[config.mk]
export PLATFORM = sky130hd
export DESIGN_NAME = mem_responder
export DESIGN_NICKNAME = d
export VERILOG_FILES = /design/src/rtl/mem_responder.sv
export SDC_FILE = /design/constraint.sdc
export NUM_CORES = 2
export LEC_CHECK = 0
export CAP_MARGIN = 10
export CORE_ASPECT_RATIO = 1.1
export CORE_MARGIN = 4
export CORE_UTILIZATION = 50
export CTS_BUF_LIST = sky130_fd_sc_hd__clkbuf_2
export CTS_CLUSTER_DIAMETER = 50
export DETAILED_ROUTE_END_ITERATION = 6
export GPL_ROUTABILITY_DRIVEN = 1
export PLACE_DENSITY = 0.72
export SYNTH_ARGS = -nofsm -noshare
export SYNTH_HDL_FRONTEND = slang
export SYNTH_SLANG_ARGS = --single-unit
[constraint.sdc]
create_clock -name clk -period 7.2 [get_ports clk]
set_input_delay 0.72 -clock clk [delete_from_list [all_inputs] [get_ports clk]]
set_output_delay 0.72 -clock clk [all_outputs]
set_load 0.02 [all_outputs]
[src/rtl/mem_responder.sv]
// mem_responder: single-port word memory answering the core's load/store bus.
// One request at a time via req/ready, WAIT_CYCLES wait states, one-cycle ack.
// After reset the whole array is swept to zero before any request is accepted.
// Build option: define MEM_PARITY_EN to store an even-parity bit per word and
// report mismatches on loads through perr (err_inject corrupts a store's parity).
module mem_responder #(
  parameter int unsigned WORD_SIZE   = 16,
  parameter int unsigned ADDR_W      = 8,
  parameter int unsigned WAIT_CYCLES = 1
) (
  input  logic                 clk,
  input  logic                 rst_n,
  input  logic                 req,
  input  logic                 write,
  input  logic [ADDR_W-1:0]    addr,
  input  logic [WORD_SIZE-1:0] wdata,
  input  logic                 err_inject,
  output logic                 ready,
  output logic                 ack,
  output logic [WORD_SIZE-1:0] rdata,
  output logic                 perr,
  output logic [WORD_SIZE-1:0] last_wr,
  output logic                 busy_clear
);

  localparam int unsigned Depth = 2 ** ADDR_W;
  localparam logic [3:0] WaitInit = 4'(WAIT_CYCLES);
  localparam logic [ADDR_W-1:0] LastAddr = {ADDR_W{1'b1}};

  typedef enum logic [1:0] {StClear, StIdle, StWait, StDone} state_e;

  state_e                state_q, state_d;
  logic [ADDR_W-1:0]     ptr_q, ptr_d;
  logic [3:0]            cnt_q, cnt_d;
  logic                  accept;

  // Request latched at accept
  logic                  wr_q;
  logic [ADDR_W-1:0]     addr_q;
  logic [WORD_SIZE-1:0]  wdata_q;

  logic                  ack_q;
  logic [WORD_SIZE-1:0]  rdata_q;
  logic [WORD_SIZE-1:0]  last_wr_q;

  // Single write port shared by the clear sweep and store commits
  logic                  mem_we;
  logic [ADDR_W-1:0]     mem_waddr;
  logic [WORD_SIZE-1:0]  mem_wdata;

  logic [WORD_SIZE-1:0]  mem [Depth];

`ifdef MEM_PARITY_EN
  logic                  inj_q;
  logic                  perr_q;
  logic                  mem_wpar;
  logic                  mem_par [Depth];
`else
  logic                  unused_inject;
  assign unused_inject = err_inject;
`endif

  // Next-state logic and write-port steering
  always_comb begin
    state_d   = state_q;
    ptr_d     = ptr_q;
    cnt_d     = cnt_q;
    accept    = 1'b0;
    mem_we    = 1'b0;
    mem_waddr = ptr_q;
    mem_wdata = '0;
`ifdef MEM_PARITY_EN
    mem_wpar  = 1'b0;
`endif
    unique case (state_q)
      StClear: begin
        mem_we = 1'b1;
        ptr_d  = ptr_q + 1'b1;
        if (ptr_q == LastAddr) begin
          state_d = StIdle;
        end
      end
      StIdle: begin
        if (req) begin
          accept  = 1'b1;
          cnt_d   = WaitInit;
          state_d = (WaitInit != 4'd0) ? StWait : StDone;
        end
      end
      StWait: begin
        cnt_d = cnt_q - 1'b1;
        // <= guards against a zero count ever stranding the FSM here
        if (cnt_q <= 4'd1) begin
          state_d = StDone;
        end
      end
      StDone: begin
        state_d = StIdle;
        if (wr_q) begin
          mem_we    = 1'b1;
          mem_waddr = addr_q;
          mem_wdata = wdata_q;
`ifdef MEM_PARITY_EN
          mem_wpar  = (^wdata_q) ^ inj_q;
`endif
        end
      end
      default: state_d = StClear;
    endcase
  end

  // Control state, request latch and registered outputs
  always_ff @(posedge clk) begin
    if (!rst_n) begin
      state_q   <= StClear;
      ptr_q     <= '0;
      cnt_q     <= '0;
      wr_q      <= 1'b0;
      addr_q    <= '0;
      wdata_q   <= '0;
      ack_q     <= 1'b0;
      rdata_q   <= '0;
      last_wr_q <= '0;
`ifdef MEM_PARITY_EN
      inj_q     <= 1'b0;
      perr_q    <= 1'b0;
`endif
    end else begin
      state_q <= state_d;
      ptr_q   <= ptr_d;
      cnt_q   <= cnt_d;
      ack_q   <= (state_q == StDone);
      if (accept) begin
        wr_q    <= write;
        addr_q  <= addr;
        wdata_q <= wdata;
`ifdef MEM_PARITY_EN
        inj_q   <= err_inject;
`endif
      end
      if (state_q == StDone) begin
        if (wr_q) begin
          last_wr_q <= wdata_q;
`ifdef MEM_PARITY_EN
          perr_q    <= 1'b0;
`endif
        end else begin
          rdata_q <= mem[addr_q];
`ifdef MEM_PARITY_EN
          perr_q  <= (^mem[addr_q]) ^ mem_par[addr_q];
`endif
        end
      end
    end
  end

  // Array write; gated by rst_n so a store caught by reset never commits
  always_ff @(posedge clk) begin
    if (rst_n && mem_we) begin
      mem[mem_waddr] <= mem_wdata;
`ifdef MEM_PARITY_EN
      mem_par[mem_waddr] <= mem_wpar;
`endif
    end
  end

  assign ready      = (state_q == StIdle);
  assign busy_clear = (state_q == StClear);
  assign ack        = ack_q;
  assign rdata      = rdata_q;
  assign last_wr    = last_wr_q;
`ifdef MEM_PARITY_EN
  assign perr       = perr_q;
`else
  assign perr       = 1'b0;
`endif

endmodule

* Word level (Yosys, flattened, before mapping) *
Memory sizes are Yosys's and may differ from the RTL's. A register that Yosys moved wholly into a read port is not among the register bits.
Cells that the tools add are included.

word-level totals
  register bits = 56
  memory bits (writable) = 4096
  input bits = 29
  output and inout port bits = 36
  logic and storage cells = 44
  memories = 1

memories
  name  depth  bits a word  read ports  clocked after memory_dff  write ports  RTL line  RTL
  mem   256    16           1           1                         1            51        logic [WORD_SIZE-1:0] mem [Depth];

cells by class
  add/subtract/negate cells = 2
  order comparisons = 1
  equal/unequal tests = 7
  mux-type cells = 16
  bitwise logic cells = 1
  reduce and logical (&&, ||, !) cells = 8

operators by type and width
  operator               count
  $mux W16               2
  $mux W8                2
  $add A8 B1 Y8 const B  1
  $eq A8 B8 Y1 const B   1
  $pmux W2 S4            1
  $pmux W4 S2            1
  $mux W2                3
  $reduce_and A2 Y1      3
  $mux W1                5
  $eq A2 B2 Y1 const B   2
  $le A4 B1 Y1 const B   1
  $mux W4                1
  $ne A2 B2 Y1 const B   2
  $sub A4 B1 Y4 const B  1
  $reduce_and A3 Y1      1
  $eq A2 B1 Y1 const B   1
  $logic_not A2 Y1       1
  $ne A2 B1 Y1 const B   1
  $pmux W1 S2            1
  $reduce_bool A2 Y1     1
  $logic_and A1 B1 Y1    1
  $logic_not A1 Y1       1
  $not A1 Y1             1

* Longest topological paths before layout *
  word-level depth = 5
  depth in mapped cells = 14
  gate-level depth less buffers = 8

* Worst setup path before layout *
OpenSTA, ideal clock, no wires.

  kind = register to register
  start point = register state_q[0]
  end point = memory mem[0][10], data pin
  setup time = 0.877 ns
  arrival = 4.365 ns
  required time = 6.323 ns
  setup slack = 1.959 ns
  stages on the path, launching flop included = 5
  clock period less this slack = 5.241 ns
  path through = dfxtp_1 -> ha_1 -> clkbuf_1 -> clkbuf_1 -> and3_1

between the ends
  word-level cells in the longest chain between the ends = 2

ends and longest elaborated chain
  what                      RTL line  RTL
  start: declaration        32        state_e state_q, state_d;
  start signal: assignment  115       state_q <= StClear;
  start signal: assignment  129       state_q <= state_d;
  $eq A2 B2 Y1              75        unique case (state_q)
  $mux W16                  75
  via mem_wdata[10]         49        logic [WORD_SIZE-1:0] mem_wdata;
  end: declaration          51

The timed path passes the listed nets, and every way through them passes these cells.

* Worst setup path after layout *
  start point = register addr_q[0]
  end point = memory mem[55][2], enable pin

between the ends
  word-level cells in the longest chain between the ends = 2

ends and longest elaborated chain
  what                      RTL line  RTL
  start: declaration        39        logic [ADDR_W-1:0] addr_q;
  start signal: assignment  135       addr_q <= addr;
  $mux W8                   99        if (wr_q) begin
  $mux W8                   75

Every way passes these cells.

==> impl_metrics.py <==
metrics = {
    "sta": {
        "fin_crit_ps": 4890,
        "worst_hold_slack_ps": 443,
        "fmax_mhz": 205,
        "fin_crit_sh_pct": 67.9,
        "fin_tns_setup_ps": 0,
        "slew_violations": 0,
        "finalHoldViolations": 0,
        "fin_skew_ps": 217,
        "finalSetupViolCount": 0,
        "rsz0062_at_grt": "no",
        "maxSlewHeadroom_pct": 2.82,
        "worstMarginPinSlew_ps": 1440,
    },
    "drt": {
        "wl_per_cell_um": 32.3,
        "dr.pass1.iters": 6,
        "drt_iter0_drc": 12323,
        "wl_mm": 448,
        "vias": 87100,
        "drc": 0,
        "viasPerCell": 6.28,
        "final_antenna_net_count": 0,
    },
    "clocking": {
        "clock_sinks": 4168,
        "post_cts_buffers": 0,
        "post_cts_resized": 0,
        "htreeDepth": 6,
        "cts_tree": "done",
        "cts_hold_buf": 104,
        "insertion_delay_ps": 2380,
        "cts_buffers": 940,
        "clk_transition_reported_paths_ps": 140,
        "cts-root-buf": "clkbuf_2",
        "cts_buffer_depth": 4,
    },
    "pwr": {
        "ir_worst_vdd_mv": 0.189,
        "intPower_mw": 31.9,
        "clockPowerShare_pct": 36.1,
        "power.net_switching_mw": 9.44,
        "p_per_area_nw_per_um2": 231,
        "p_seq_share_pct": 63.5,
        "power.share.switching_pct": 22.8,
        "finalPower_mw": 41.3,
        "leakage_nw": 57.4,
        "pwr-share-comb_pct": 0.4,
    },
    "placement": {
        "dpl.hpwl_mm": 267,
        "place_congestion": 0.912,
        "placement.io_buffers": 62,
    },
    "floorplanning": {
        "rows": 218,
        "dieWidth_um": 551,
        "io_pins": 65,
        "dieArea_um2": 333000,
        "core_area_um2": 322000,
        "die_y_um": 605,
        "initial_utilization_pct": 50.4,
    },
    "yosys": {
        "synth_flop_cell": "edfxtp_1",
        "synth-simple-area-share_pct": 2.57,
        "yosys_register_bits": 4168,
        "synth_compound_area_share_pct": 3.37,
        "syn_inst": 7672,
        "muxShareOfSynthArea_pct": 15.0,
        "synth_area_um2": 162000,
        "synthDistinctLibCells": 91,
        "synthAdderAreaFrac_pct": 0.0618,
        "syn_nets": 7709,
        "yosysWarningCount": 0,
        "synth_xor_area_share_pct": 0.0324,
        "syn_area_per_cell_um2": 21.1,
        "synth_edf_count": 4096,
        "synth_top_family_by_area": "multiplexers",
        "synth-async-reset-ratio_pct": 0,
        "seq_area_frac_synth_pct": 76.8,
    },
    "final_layout": {
        "seqCellArea_um2": 124000,
        "layout_common_cells": "4,096 x edfxtp_1, 1,392 x clkbuf_2, 790 x mux4_2",
        "fillers": 23769,
        "nets": 8803,
        "final_common_cell": "edfxtp_1",
        "syn2layout_area_growth_pct": 10.1,
        "drive_gt1_share_pct": 30.0,
        "multiInputGateArea_um2": 34300,
    },
    "hold_path": {
        "min_path_type": "input pin to register",
        "worstHoldEndpoint": "last_wr[2]",
        "hold_start": "rst_n",
        "hold-path-cell-count": 5,
    },
    "critical_path": {
        "cpPeakStageDelay_ps": 940,
        "path_delay_family": "simple AND/OR/NAND/NOR gates",
        "cp_common_cell": "nand3_1",
        "slowest_stage": "dfxtp_4",
        "worst_setup_path_end_kind": "register",
        "r2r_cells": 6,
        "path_buf_inv": 2,
        "arrival_ps": 6690,
        "worstPathRequired_ps": 9010,
        "worstReg2RegEnd": "mem[55][2]",
        "critPathMaxFanout": 79,
        "path_cells": "buf_12 -> nand3_1 -> nand2_1 -> nand3_1 -> buf_4 -> nor2_2",
        "start_kind": "register",
        "critPathKind": "register to register",
        "reg2reg_slack_ps": 2310,
        "r2r_start": "addr_q[0]",
    },
    "run_status": {
        "status": "completed",
    },
    "global_route": {
        "use_met2_pct": 41.1,
        "grt_pass1_vias": 87504,
        "grt_busiest_layer": "met2",
        "gr-total-overflow": 0,
        "grt_start_max_net_pins": 193,
        "grt_usage_pct": 26.6,
        "grt_pass1_wl_mm": 633,
        "antenna_found_initial": 23,
        "use_met3_pct": 7.47,
        "grt_use_met1_pct": 33.4,
    },
    "job": {
        "drv_cap": 0,
    },
}
==> registers in the layout, summed over array words and instances (netlist names) <==
register and flops:
wr_q 1, last_wr 16, cnt_q 4, wdata_q 16
ack 1, ptr_q 8, addr_q 8, state_q 2
rdata 16, mem 4096
==> cells in the mapped netlist, types with 15 or more instances <==
master / instances / area [um^2]
o211ai_1: 17 / 128
a31oi_1: 20 / 125
a21oi_1: 85 / 425
a2111oi_0: 23 / 201
nand3b_1: 15 / 113
nand2_1: 243 / 912
nor2_1: 340 / 1280
mux2_2: 56 / 631
buf_2: 118 / 591
o221ai_1: 67 / 587
dfxtp_1: 72 / 1440
o21ai_0: 71 / 355
nand4_1: 21 / 131
and3_1: 27 / 169
mux4_2: 790 / 17800
a221oi_1: 27 / 236
edfxtp_1: 4096 / 123000
a22oi_1: 115 / 863
buf_6: 59 / 664
o22ai_1: 165 / 1030
mux2i_1: 447 / 4470
mux4_1: 52 / 1370
clkbuf_1: 123 / 462
o21a_1: 24 / 180
nand3_1: 70 / 350
nor4_1: 26 / 163
buf_8: 42 / 631
and2_1: 38 / 238
a21boi_0: 25 / 188
nor3_1: 50 / 250
a211oi_1: 48 / 360
buf_12: 23 / 460
buf_4: 62 / 465
==> worst register-to-register path: stages (launching register included) <==
cell,delay (ps)
dfxtp_4,940
buf_12,550
nand3_1,220
nand2_1,550
nand3_1,780
buf_4,520
nor2_2,840
==> power groups by stage <==
stage,logic (mW),clock network [mW],registers [mW]
after floorplan,0.0601,0,26.8
after global placement,0.139,0,26.8
after detailed placement,0.140,0,26.8
after CTS,0.163,15.1,26.2
after global routing,0.174,16.6,26.2
final,0.175,14.9,26.2
==> routing by layer <==
layer  part of all wire, %  vias up
met4                   7.3       16
met2                    47     6177
li1                      -    35075
met1                    34    44576
met5                 0.069        -
met3                    12     1256
==> how the worst max path moves through the flow <==
stage,to,depth (start not counted),start
2_1_floorplan,mem[0][10],4,state_q[0]
3_3_place_gp,mem[70][5],8,rst_n
3_5_place_dp,mem[86][2],8,rst_n
4_1_cts,busy_clear,3,state_q[1]
5_1_grt,busy_clear,3,state_q[1]
6_report,mem[55][2],6,addr_q[0]
==> through the flow <==
step	utilization (%)	setup slack [ps]	instances	area, um^2
after floorplan	-	1960	7672	162000
after global placement	52.4	2170	12005	169000
after detailed placement	52.4	2080	12007	169000
after CTS	55.5	2260	13848	178000
after global routing	55.5	2250	13856	178000
final	55.5	2310	13865	178000
==> kinds of logic after synthesis <==
family,count (synthesis)
flip-flops,4168
other,1
XOR/XNOR,6
buffers and inverters,465
AO/OA/AOI/OAI,772
AND/OR/NAND/NOR,906
multiplexers,1346
adder cells (fa/ha/maj),8
==> area by class of cell <==
class | count | share of cell area [%]
clock buffers | 1391 | 3.90
multi-input cells | 3039 | 19.2
diodes | 14 | 0.0196
flip-flops and latches | 4168 | 69.7
clock inverters | 346 | 1.04
repair buffers | 607 | 3.05
inverters | 10 | 0.0266
well taps | 4290 | 3.01
No activity file was read; power rests on OpenSTA's default activity.
